## config.mk

```make
export PLATFORM = sky130hd
export DESIGN_NAME = sd_cic_decimator
export DESIGN_NICKNAME = d
export VERILOG_FILES = /design/src/rtl/sd_cic_decimator.sv
export SDC_FILE = /design/constraint.sdc
export NUM_CORES = 1
export LEC_CHECK = 0
export ABC_CLOCK_PERIOD_IN_PS = 3900
export BUFFER_PORTS_ARGS = -buffer_cell sky130_fd_sc_hd__buf_2
export CELL_PAD_IN_SITES_DETAIL_PLACEMENT = 1
export CELL_PAD_IN_SITES_GLOBAL_PLACEMENT = 1
export CORE_AREA = 8 8 165 205
export CTS_CLUSTER_SIZE = 8
export DETAILED_ROUTE_END_ITERATION = 16
export DIE_AREA = 0 0 173 213
export PLACE_DENSITY = 0.71
export SYNTH_ARGS = -nofsm -noshare
export SYNTH_HDL_FRONTEND = slang
export SYNTH_SLANG_ARGS = --single-unit
```

## constraint.sdc

```tcl
create_clock -name clk -period 3.9 [get_ports clk]
set_input_delay 0.78 -clock clk [delete_from_list [all_inputs] [get_ports clk]]
set_output_delay 0.78 -clock clk [all_outputs]
set_load 0.02 [all_outputs]
```

## src/rtl/sd_cic_decimator.sv

```systemverilog
// Third-order CIC decimator for the 2-bit ternary sigma-delta bitstream; emits signed PCM at 1/DECIM rate.
// Optional output clamping is enabled by defining SD_CIC_SAT_EN; otherwise the output wraps.
module sd_cic_decimator #(
  parameter int DECIM     = 64,
  parameter int ACC_WIDTH = 24,
  parameter int OUT_WIDTH = 16,
  parameter int SHIFT     = 3
) (
  input  logic                        clk,
  input  logic                        reset,
  input  logic                        en,
  input  logic [1:0]                  sd_in,
  output logic signed [OUT_WIDTH-1:0] pcm_out,
  output logic                        pcm_valid
);

  localparam int CNT_W = $clog2(DECIM);
  localparam logic [CNT_W-1:0] CNT_LAST = CNT_W'(DECIM - 1);

  function automatic logic signed [1:0] map_in(input logic [1:0] b);
    case (b)
      2'b01:   return 2'sb01;
      2'b10:   return 2'sb11;
      default: return 2'sb00;
    endcase
  endfunction

  function automatic logic signed [OUT_WIDTH-1:0] reduce_out(input logic signed [ACC_WIDTH-1:0] v);
`ifdef SD_CIC_SAT_EN
    logic [ACC_WIDTH-OUT_WIDTH:0] top;
    top = v[ACC_WIDTH-1:OUT_WIDTH-1];
    if (top == '0 || top == '1)
      return OUT_WIDTH'(v);
    else if (v[ACC_WIDTH-1])
      return {1'b1, {(OUT_WIDTH-1){1'b0}}};
    else
      return {1'b0, {(OUT_WIDTH-1){1'b1}}};
`else
    return OUT_WIDTH'(v);
`endif
  endfunction

  logic signed [1:0]           x_p0;
  logic signed [ACC_WIDTH-1:0] x_ext;
  logic signed [ACC_WIDTH-1:0] i1, i2, i3;
  logic [CNT_W-1:0]            cnt;
  logic signed [ACC_WIDTH-1:0] dec_p0, dec_d, c1_p1, c1_d, c2_p2, c2_d, c3_p3;
  logic signed [ACC_WIDTH-1:0] y_p3;
  logic                        vld_p0, vld_p1, vld_p2, vld_p3;

  assign x_ext = {{(ACC_WIDTH-2){x_p0[1]}}, x_p0};
  assign y_p3  = c3_p3 >>> SHIFT;

  // Everything, data included, is cleared on reset so no pre-reset sample can leak out.
  always_ff @(posedge clk) begin
    if (reset) begin
      x_p0      <= '0;
      i1        <= '0;
      i2        <= '0;
      i3        <= '0;
      cnt       <= '0;
      dec_p0    <= '0;
      dec_d     <= '0;
      c1_p1     <= '0;
      c1_d      <= '0;
      c2_p2     <= '0;
      c2_d      <= '0;
      c3_p3     <= '0;
      vld_p0    <= 1'b0;
      vld_p1    <= 1'b0;
      vld_p2    <= 1'b0;
      vld_p3    <= 1'b0;
      pcm_out   <= '0;
      pcm_valid <= 1'b0;
    end else begin
      // Stage p0: input register, wrapping integrators, decimation strobe
      vld_p0 <= 1'b0;
      if (en) begin
        x_p0 <= map_in(sd_in);
        i1   <= i1 + x_ext;
        i2   <= i2 + i1;
        i3   <= i3 + i2;
        if (cnt == CNT_LAST) begin
          cnt    <= '0;
          dec_p0 <= i3;
          vld_p0 <= 1'b1;
        end else begin
          cnt <= cnt + 1'b1;
        end
      end

      // Stage p1: first comb
      vld_p1 <= vld_p0;
      if (vld_p0) begin
        c1_p1 <= dec_p0 - dec_d;
        dec_d <= dec_p0;
      end

      // Stage p2: second comb
      vld_p2 <= vld_p1;
      if (vld_p1) begin
        c2_p2 <= c1_p1 - c1_d;
        c1_d  <= c1_p1;
      end

      // Stage p3: third comb
      vld_p3 <= vld_p2;
      if (vld_p2) begin
        c3_p3 <= c2_p2 - c2_d;
        c2_d  <= c2_p2;
      end

      // Output stage: scale and reduce to PCM width
      pcm_valid <= vld_p3;
      if (vld_p3)
        pcm_out <= reduce_out(y_p3);
    end
  end

endmodule

```

==> metrics.md <==
| Metric | Value |
|---|---|
| Worst-path maximum fanout | 17 |
| Chip Height | 213 µm |
| HPWL after DPL | 23200 µm |
| Count of final setup violators | 0 |
| Total iterations of the first detailed-routing run | 4 |
| CTS clk-pin slew, worst paths | 50 ps |
| Initial antenna violation count | 0 |
| Vias per std cell | 5.42 |
| Maximum VDD drop | 0.324 mV |
| Top cells by area, synth | dfxtp_1 (34%), ha_1 (11%), mux2i_1 (9.5%), nor2_1 (5.8%), a21oi_1 (4.2%) |
| Starting Density | 41.2% |
| CP peak stage delay | 370 ps |
| Post-synthesis cell area | 0.0126 mm² |
| Total gr overflow | 0 |
| Starting DRT DRC Count | 303 |
| Max-cap violation count | 0 |
| PwrDens | 346 mW/mm² |
| Synth Instances | 1484 |
| Number of vias in the routed layout | 10200 |
| Final Max Slew Viols | 0 |
| Met1 usage | 18.9% |
| Final nets | 1604 |
| Gpl congestion | 0.861 |
| Min Tclk post-route | 2770 ps |
| DR WL/cell | 16.7 µm |
| Mean Syn Cell Area | 8.50 µm² |
| CTS Buf Count | 30 |
| CP startpoint kind | flip-flop |
| Most frequent cell after synthesis | dfxtp_1 |
| DRC | 0 |
| Gr usage total | 16.9% |
| Max transition margin | 35.0% |
| Sequential-to-total area share from yosys stat | 34.3% |
| Post-Syn Nets | 1603 |
| Post-synth ARST share | 0% |
| Core Box Area | 0.0306 mm² |
| # hold bufs at CTS | 0 |
| GR Util met2 | 32.7% |
| Setup TNS | 0 ps |
| Primary FF master, synth | dfxtp_1 |
| # clock sinks | 216 |
| Post-Route Skew | 17.4 ps |
| Synth top area share | 34.3% |
| Number of synthesized flops with an enable pin | 0 |
| M3 GR Usage | 2.11% |
| Final Cycle Share | 71.1% |
| CP max-delay cell | dfxtp_1 |
| First-pass GRT wire length | 52600 µm |
| Critical path required time | 4340 ps |
| RSZ-0062 raised after global routing | false |
| Area Growth Syn to Fin | 10.0% |
| Post-CTS Resized | 0 |
| Final Core Density | 45.3% |
| FF+latch area | 0.00433 mm² |
| YS warnings | 0 |
| DRT antenna net count | 0 |
| Setup bufs post-CTS | 0 |
| Die Wd | 173 µm |
| Total power | 4.81 mW |
| Most Crowded Layer GR | met2 |
| LEAKAGE | 5.61 nW |
| Post-Route WL | 31600 µm |
| Share of layout cells above drive strength 1 | 5.93% |
| Fmax | 361 MHz |
| Root buffer cell | clkbuf_16 |
| N_diodes | 0 |
| Flops & latches, synth | 216 |
| Multi-input gate area | 0.00771 mm² |
| Number of global-route vias before repair | 10600 |
| Area leader, netlist | dfxtp_1 |
| FP Rows | 72 |
| Die ar. | 0.0368 mm² |
| Layout filler cell count | 3648 |
| Largest net degree at the start of global routing | 134 |
| Most used cell, CP | o31ai_1 |
| Commonest cells post-synth | dfxtp_1 (216), nor2_1 (195), nand2_1 (123), mux2i_1 (120), ha_1 (109) |
| Port Buffers | 21 |
| CTS tree | yes |
| Min-Delay Path Class | reg2reg |
| Yosys cell types | 73 |
| Tightest Pin Transition | 973 ps |
| Clk_lat worst skew | 550 ps |
| Max Root-Sink Buffers | 3 |
| Crit Path Class | reg2reg |
| Status | complete, no violations |
| CP Data Arrival Time | 3210 ps |
| I/O Pins | 22 |
| Hold Vio Cnt, Final | 0 |
| H-Tree Depth | 1 |
| CP Capture Type | flip-flop |
| Worst path cell trace | buf_4 -> ha_1 -> a21o_1 -> a31oi_1 -> o31ai_1 -> a41oi_2 -> o21ai_2 -> o31ai_1 -> mux2i_1 -> mux2_2 |
[sequential cells by signal, summed over array words and instances (netlist names)]
name,count
vld_p0,1
c2_p2,19
dec_d,19
c3_p3,16
x_p0,2
cnt,6
vld_p2,1
pcm_out,16
vld_p3,1
c1_p1,19
pcm_valid,1
i3,19
i1,19
i2,19
c1_d,19
dec_p0,19
c2_d,19
vld_p1,1
[final timing paths]
| check | startpoint | end | slack (ps) | cells after the start |
|---|---|---|---|---|
| worst max register to register | x_p0[1]$_SDFFE_PP0P_ | i1[18]$_SDFFE_PP0P_ | 1130 | 10 |
| worst max-delay path | x_p0[1]$_SDFFE_PP0P_ | i1[18]$_SDFFE_PP0P_ | 1130 | 10 |
| worst min register to register | c3_p3[11]$_SDFFE_PP0P_ | c3_p3[11]$_SDFFE_PP0P_ | 460 | 2 |
| worst min-delay path | c3_p3[11]$_SDFFE_PP0P_ | c3_p3[11]$_SDFFE_PP0P_ | 460 | 2 |
[cells by family (layout without fill, tap and decap cells)]
family	count (synthesis)	in the layout	share of synthesized area, %
AND/OR/NAND/NOR	455	455	16.3
flip-flops	216	216	34.3
adder cells (fa/ha/maj)	114	114	11.6
AO/OA/AOI/OAI	336	336	17.5
buffers and inverters	154	154	4.59
XOR/XNOR	86	86	5.97
multiplexers	123	123	9.79
[per-stage QoR]
step	instance area (µm²)	setup slack [ps]	cells	hold slack (ps)
finish	13900	1130	1891	461
global route	13900	962	1891	495
CTS	13900	1120	1891	465
detailed placement	13100	1120	1860	453
global placement	13100	1190	1860	441
floorplan	12600	1120	1484	425
[where the power goes]
group	switching [mW]	internal [mW]	leakage (nW)	total (mW)
combinational	0.167	0.0947	3.48	0.261
clock	0.906	1.37	0.382	2.28
sequential	0.0326	2.24	1.74	2.27
[worst max-delay path: cells and delay by family, from the launching register on]
family	cells	cell delay, ps
adder cells (fa/ha/maj)	1	330
AO/OA/AOI/OAI	6	1090
multiplexers	2	580
flip-flops	1	370
buffers and inverters	1	280
[cell usage in the layout (no fill, tap or decap), drive strengths merged, types with 18 or more instances in the layout]
cell type / instances
a21o: 40
a21oi: 107
mux2i: 120
nand3: 27
nand2: 123
clkbuf: 31
a211oi: 18
ha: 109
xor2: 36
nor2: 195
dfxtp: 216
buf: 34
inv: 89
nand2b: 18
o21ai: 65
xnor2: 50
[layer usage]
metal / up-vias / part of all wire [%]
met5: - / 0
met4: 0 / 2.7
met3: 51 / 2.1
met2: 75 / 52
met1: 4949 / 43
li1: 5171 / -
[cell type report]
| class | count | area share (%) |
|---|---|---|
| repair buffers | 34 | 1.60 |
| multi-input cells | 1114 | 55.6 |
| inverters | 89 | 2.41 |
| flip-flops and latches | 216 | 31.2 |
| well taps | 407 | 3.67 |
| clock buffers | 31 | 5.59 |
Note: power is estimated with default switching activity, not from simulation.
